### config.mk
export PLATFORM = sky130hd
export DESIGN_NAME = stream_edge_pipeline
export DESIGN_NICKNAME = d
export VERILOG_FILES = /design/src/rtl/stream_edge_pipeline.sv
export SDC_FILE = /design/constraint.sdc
export NUM_CORES = 1
export LEC_CHECK = 0
export CAP_MARGIN = 20
export CORE_ASPECT_RATIO = 1.4
export CORE_MARGIN = 8
export CORE_UTILIZATION = 40
export CTS_CLUSTER_SIZE = 12
export DETAILED_ROUTE_END_ITERATION = 16
export REMOVE_ABC_BUFFERS = 1
export SLEW_MARGIN = 15
export SYNTH_ARGS = -nofsm -noshare
export SYNTH_HDL_FRONTEND = slang
export SYNTH_SLANG_ARGS = --single-unit
### constraint.sdc
create_clock -name clk -period 6.65 [get_ports clk]
set_input_delay 1.33 -clock clk [delete_from_list [all_inputs] [get_ports clk]]
set_output_delay 1.33 -clock clk [all_outputs]
set_load 0.005 [all_outputs]
### src/rtl/stream_edge_pipeline.sv
// Streaming 3x3 edge filter between a UART RX FIFO and a UART TX FIFO.
// A frame is START_CHAR, IMAGE_WIDTH*IMAGE_HIGHT pixel bytes in raster order,
// then STOP_CHAR. The frame is re-emitted as START_CHAR, the interior filter
// results in raster order, then STOP_CHAR. Two line buffers plus a two-column
// window shift register give the full 3x3 neighbourhood as each pixel arrives.
//
// Handshakes: read_uart pops the RX FIFO head (rx_data) in the same cycle and
// is only ever high while rx_empty is low. write_uart pushes tx_data in the
// same cycle and is only ever high while tx_full is low. A single holding
// register (hold_v/hold_d) is the only source of TX bytes.
module stream_edge_pipeline #(
  parameter int                    IMAGE_WIDTH = 8,
  parameter int                    IMAGE_HIGHT = 8,
  parameter int                    DATA_WIDTH  = 8,
  parameter logic [DATA_WIDTH-1:0] START_CHAR  = 8'd90,
  parameter logic [DATA_WIDTH-1:0] STOP_CHAR   = 8'd90
) (
  input  logic                  clk,
  input  logic                  reset_n,
  input  logic                  rx_empty,
  input  logic [DATA_WIDTH-1:0] rx_data,
  output logic                  read_uart,
  input  logic                  tx_full,
  output logic [DATA_WIDTH-1:0] tx_data,
  output logic                  write_uart,
  input  logic [1:0]            mode,
  output logic                  busy,
  output logic                  frame_done,
  output logic                  frame_error,
  output logic [2:0]            state
);

  localparam int CW = (IMAGE_WIDTH > 2) ? $clog2(IMAGE_WIDTH) : 2;
  localparam int RW = (IMAGE_HIGHT > 2) ? $clog2(IMAGE_HIGHT) : 2;
  localparam int SW = DATA_WIDTH + 3;

  localparam logic [CW-1:0] COL_LAST = CW'(IMAGE_WIDTH - 1);
  localparam logic [RW-1:0] ROW_LAST = RW'(IMAGE_HIGHT - 1);
  localparam logic [CW-1:0] COL_TWO  = CW'(2);
  localparam logic [RW-1:0] ROW_TWO  = RW'(2);

  typedef enum logic [2:0] {
    S_IDLE = 3'd0,
    S_HDR  = 3'd1,
    S_PIX  = 3'd2,
    S_CHK  = 3'd3,
    S_TAIL = 3'd4
  } state_e;

  state_e                state_q;
  logic [1:0]            mode_q;
  logic [RW-1:0]         row_q;
  logic [CW-1:0]         col_q;
  logic                  hold_v_q;
  logic [DATA_WIDTH-1:0] hold_d_q;
  logic                  stop_loaded_q;
  logic                  frame_done_q;
  logic                  frame_error_q;

  // Line buffers: lb0 holds row r-1, lb1 holds row r-2 (contents not reset).
  logic [DATA_WIDTH-1:0] lb0_q [IMAGE_WIDTH];
  logic [DATA_WIDTH-1:0] lb1_q [IMAGE_WIDTH];
  // Window columns c-2 (wa) and c-1 (wb): top = row r-2, mid = r-1, bot = r.
  logic [DATA_WIDTH-1:0] wa_top_q, wa_mid_q, wa_bot_q;
  logic [DATA_WIDTH-1:0] wb_top_q, wb_mid_q, wb_bot_q;

  logic                  hold_free;
  logic                  pop;
  logic                  window_done;
  logic                  last_pix;
  logic [DATA_WIDTH-1:0] lb_top, lb_mid;
  logic [SW-1:0]         gx, gy, abs_gx, abs_gy, mag;
  logic [DATA_WIDTH-1:0] result;

  function automatic logic [SW-1:0] ext(input logic [DATA_WIDTH-1:0] v);
    return {3'b000, v};
  endfunction

  // Hold can accept a new byte if it is empty or its byte leaves this cycle.
  assign hold_free  = !hold_v_q || !tx_full;
  assign write_uart = hold_v_q && !tx_full;
  assign tx_data    = hold_d_q;
  assign read_uart  = pop && reset_n;
  assign busy       = (state_q != S_IDLE);
  assign state      = state_q;
  assign frame_done  = frame_done_q;
  assign frame_error = frame_error_q;

  assign lb_top      = lb1_q[col_q];
  assign lb_mid      = lb0_q[col_q];
  assign window_done = (state_q == S_PIX) && pop && (row_q >= ROW_TWO) && (col_q >= COL_TWO);
  assign last_pix    = (row_q == ROW_LAST) && (col_q == COL_LAST);

  // RX pop decision: IDLE discards freely; pixel and stop bytes wait for hold space.
  always_comb begin
    pop = 1'b0;
    case (state_q)
      S_IDLE:       pop = !rx_empty;
      S_PIX, S_CHK: pop = !rx_empty && hold_free;
      default:      pop = 1'b0;
    endcase
  end

  // Sobel magnitudes for the window completed by the current pixel.
  always_comb begin
    gx = (ext(lb_top) + (ext(lb_mid) << 1) + ext(rx_data))
       - (ext(wa_top_q) + (ext(wa_mid_q) << 1) + ext(wa_bot_q));
    gy = (ext(wa_bot_q) + (ext(wb_bot_q) << 1) + ext(rx_data))
       - (ext(wa_top_q) + (ext(wb_top_q) << 1) + ext(lb_top));
    abs_gx = gx[SW-1] ? (~gx + 1'b1) : gx;
    abs_gy = gy[SW-1] ? (~gy + 1'b1) : gy;
    case (mode_q)
      2'd0:    mag = abs_gx;
      2'd1:    mag = abs_gy;
      2'd2:    mag = abs_gx + abs_gy;
      default: mag = ext(wb_mid_q);
    endcase
    if (|mag[SW-1:DATA_WIDTH]) result = {DATA_WIDTH{1'b1}};
    else                       result = mag[DATA_WIDTH-1:0];
  end

  // Line buffer and window shift on every accepted pixel.
  always_ff @(posedge clk) begin
    if (state_q == S_PIX && pop) begin
      lb0_q[col_q] <= rx_data;
      lb1_q[col_q] <= lb0_q[col_q];
      wa_top_q <= wb_top_q;
      wa_mid_q <= wb_mid_q;
      wa_bot_q <= wb_bot_q;
      wb_top_q <= lb_top;
      wb_mid_q <= lb_mid;
      wb_bot_q <= rx_data;
    end
  end

  // Frame FSM, counters, holding register and status pulses.
  always_ff @(posedge clk or negedge reset_n) begin
    if (!reset_n) begin
      state_q       <= S_IDLE;
      mode_q        <= 2'd0;
      row_q         <= '0;
      col_q         <= '0;
      hold_v_q      <= 1'b0;
      hold_d_q      <= '0;
      stop_loaded_q <= 1'b0;
      frame_done_q  <= 1'b0;
      frame_error_q <= 1'b0;
    end else begin
      frame_done_q  <= 1'b0;
      frame_error_q <= 1'b0;
      if (write_uart) hold_v_q <= 1'b0;
      case (state_q)
        S_IDLE: begin
          if (pop && rx_data == START_CHAR) begin
            mode_q  <= mode;
            row_q   <= '0;
            col_q   <= '0;
            state_q <= S_HDR;
          end
        end
        S_HDR: begin
          if (hold_free) begin
            hold_v_q <= 1'b1;
            hold_d_q <= START_CHAR;
            state_q  <= S_PIX;
          end
        end
        S_PIX: begin
          if (pop) begin
            if (window_done) begin
              hold_v_q <= 1'b1;
              hold_d_q <= result;
            end
            if (col_q == COL_LAST) begin
              col_q <= '0;
              row_q <= row_q + 1'b1;
            end else begin
              col_q <= col_q + 1'b1;
            end
            if (last_pix) state_q <= S_CHK;
          end
        end
        S_CHK: begin
          if (pop) begin
            if (rx_data == STOP_CHAR) begin
              state_q <= S_TAIL;
            end else begin
              frame_error_q <= 1'b1;
              state_q       <= S_IDLE;
            end
          end
        end
        S_TAIL: begin
          if (!stop_loaded_q) begin
            if (hold_free) begin
              hold_v_q      <= 1'b1;
              hold_d_q      <= STOP_CHAR;
              stop_loaded_q <= 1'b1;
            end
          end else if (write_uart) begin
            stop_loaded_q <= 1'b0;
            frame_done_q  <= 1'b1;
            state_q       <= S_IDLE;
          end
        end
        default: state_q <= S_IDLE;
      endcase
    end
  end

endmodule

==> metrics <==
status=completed; GR Util All Layers=16.5%; PnR worst setup slack=97.0 ps; WL met1=10.4 mm; Yosys top cell by area=edfxtp_1; first-pass GRT wire length=41.0 mm; metal3 WL=673 um; Root Buffer=clkbuf_16; Slew @ Worst Pin=1040 ps; CTS max path bufs=2; Filler cells=2218; Synth Instances=834; clock slew seen by the registers of the worst setup and hold paths=70 ps; drt drc=0; Clock Skews=13.7 ps; final setup fails=0; Row Count=71; routed vias=7475; Die Y=211 um; FFs w/ async S/R, synth=11.6%; syn avg cell area=13.0 um^2; # IOs=30; n_diodes=0; total gr overflow=0; ys flop type=edfxtp_1; DR vias/cell=5.25; Tmin final=6550 ps; Mapped Area=10800 um^2; Slowest-stage cell, CP=fa_1; max-cap viol count=0; die area=32700 um^2; hold crit path type=reg -> reg; Setup CP Type=reg -> reg; post-DP HPWL=19.8 mm; Worst EP arrival=6910 ps; Detail Route Antenna Nets=0; CP required=7010 ps; EDFF count, synth=176; FF+latch count, synth=199; uppermost layer routed=met4; synth warn=0; TritonRoute pass-1 iters=4; GPL Wtd Cong=0.843; starting density of the core=40.5%; P&R area growth vs syn=32.8%; fmax=0.153 GHz; total CTS buffers=17; setup TNS=0 ps; largest net degree at the start of global routing=37; TritonCTS clock tree=yes; initial antenna violation count=0; crit-path most repeated cell=buf_6; endpoint type of the worst setup path=flop; final WL=27.3 mm; H-tree Lvls=4; Clk Latency, worst-skew pair=440 ps; Worst path max stage delay=580 ps; Final Non-Filler Cells=1424; Slew headroom=30.6%; met2 wire len=15.2 mm; area fraction of the dominant cell type after synthesis=48.8%; share of layout cells above drive strength 1=34.3%; sequential share of the synthesized area=54.1%; hold slack=449 ps; DR WL/cell=19.2 um; Core Box Area=26700 um^2; post-synth cell types=67; crit path max fanout=8; Chip Width=155 um; vias in the first global route=7625; RSZ-0062 raised after global routing=true; placed instance count=1355; synth top area cells=edfxtp_1 (49%), fa_1 (12%), dfrtp_1 (5.3%), ha_1 (4.6%), a22oi_1 (4.4%); Place WS=-947 ps; IO buf count=29; drt first-iter violations=346; post-route clock period utilization=98.5%; Fin. Hold Viols=0; Final Max Slew Viols=0; Clock Sinks=199; nets=1163; startpoint types=flop
[cells by family (layout without fill, tap and decap cells)]
group / count (synthesis) / after routing / share of synthesized area (%)
DFF: 199 / 199 / 54.1
AOI/OAI and AO/OA: 190 / 190 / 12.8
and+or+nand+nor: 163 / 163 / 8.38
buffers and inverters: 142 / 367 / 4.95
adders and majority gates: 103 / 103 / 16.3
xor gates and xnor gates: 30 / 30 / 2.60
muxes: 7 / 7 / 1.00
[synth_stat cells, types with 11 or more instances]
| cell type | number |
|---|---|
| dfrtp_1 | 23 |
| and4_1 | 12 |
| o21ai_0 | 23 |
| and2_1 | 11 |
| xor2_1 | 11 |
| clkbuf_1 | 22 |
| a22oi_1 | 64 |
| xnor2_1 | 18 |
| fa_1 | 63 |
| nand2_1 | 31 |
| inv_1 | 117 |
| edfxtp_1 | 176 |
| nor2_1 | 35 |
| ha_1 | 40 |
| nor3_1 | 15 |
| a21oi_1 | 21 |
[metrics by stage]
stage          instance area, um^2  utilization (%)
2_1_floorplan                10700                -
3_3_place_gp                 12700             47.5
3_5_place_dp                 12700             47.5
4_1_cts                      13500             50.4
5_1_grt                      14400             53.8
6_report                     14400             53.8
[repair_timing]
| action | in CTS | in global routing |
|---|---|---|
| setup endpoints to repair | 8 | 8 |
| pin swaps | 21 | 88 |
| buffers inserted | 13 | 25 |
| cloned | 1 | 0 |
| hold buffers | 0 | 0 |
| gates resized for setup | 30 | 149 |
[worst paths after layout]
check,startpoint,slack (ps),depth (start not counted),to
setup / recovery,col_q[2]$_DFFE_PN0P_,100,29,tx_data[6]$_DFFE_PN0P_
hold / removal,wb_bot_q[7]$_DFFE_PP_,450,0,wa_bot_q[7]$_DFFE_PP_
setup reg to reg,col_q[2]$_DFFE_PN0P_,100,29,tx_data[6]$_DFFE_PN0P_
hold reg to reg,wb_bot_q[7]$_DFFE_PP_,450,0,wa_bot_q[7]$_DFFE_PP_
max in group asynchronous,reset_n,5150,2,col_q[1]$_DFFE_PN0P_
min in group asynchronous,reset_n,1240,2,frame_done$_DFF_PN0_
[registers in the layout, summed over array words and instances (netlist names)]
signal         flops
tx_data            8
mode_q             2
state              3
stop_loaded_q      1
wa_bot_q           8
frame_done         1
wb_mid_q           8
lb1_q             64
wa_top_q           8
lb0_q             64
hold_v_q           1
wa_mid_q           8
row_q              3
wb_bot_q           8
frame_error        1
wb_top_q           8
col_q              3
[layout by cell type, fill, tap and decap left out, types with 5 or more instances in the layout]
master / n
a21oi_1: 14
buf_6: 17
xnor2_2: 8
nand4_1: 7
a22oi_1: 48
inv_2: 12
ha_1: 26
clkdlybuf4s50_1: 23
or3_1: 6
edfxtp_1: 176
nand2_1: 28
nor3_1: 8
and4_1: 6
clkbuf_16: 17
o211ai_1: 5
o21ai_0: 17
o21bai_1: 5
o21ai_1: 5
fa_1: 57
and3_1: 5
nand2b_1: 6
dfrtp_1: 20
and2_1: 10
nand3_1: 8
nor2_1: 31
buf_4: 166
a21o_1: 10
nor3_2: 5
a22oi_2: 16
xor2_1: 8
ha_4: 12
inv_1: 105
xnor2_1: 9
fa_2: 6
and4_4: 5
[cell type report]
class | instances | area (um^2) | share of cell area [%]
timing repair buffer | 218 | 1840 | 12.8
inverter | 117 | 439 | 3.05
tap | 365 | 457 | 3.17
clock buffer | 18 | 429 | 2.98
multi-input combinational | 493 | 5200 | 36.1
clock inverter | 14 | 161 | 1.12
sequential | 199 | 5860 | 40.7
[worst max-delay path: cells and delay by family (launching register included)]
family | cells | cell delay [ps]
multiplexers | 1 | 130
flip-flops | 1 | 440
buffers and inverters | 8 | 990
adder cells (fa/ha/maj) | 5 | 2270
AND/OR/NAND/NOR | 4 | 740
AO/OA/AOI/OAI | 11 | 1880
[routing by layer]
metal  track usage, %  vias up
met5                0        -
met1             17.9     3774
met4             8.34        0
li1                 -     3491
met3             2.38       61
met2             30.6      149
Power is not shown: default switching activity piles up to over one toggle a cycle in this logic, so the estimate is an artifact.
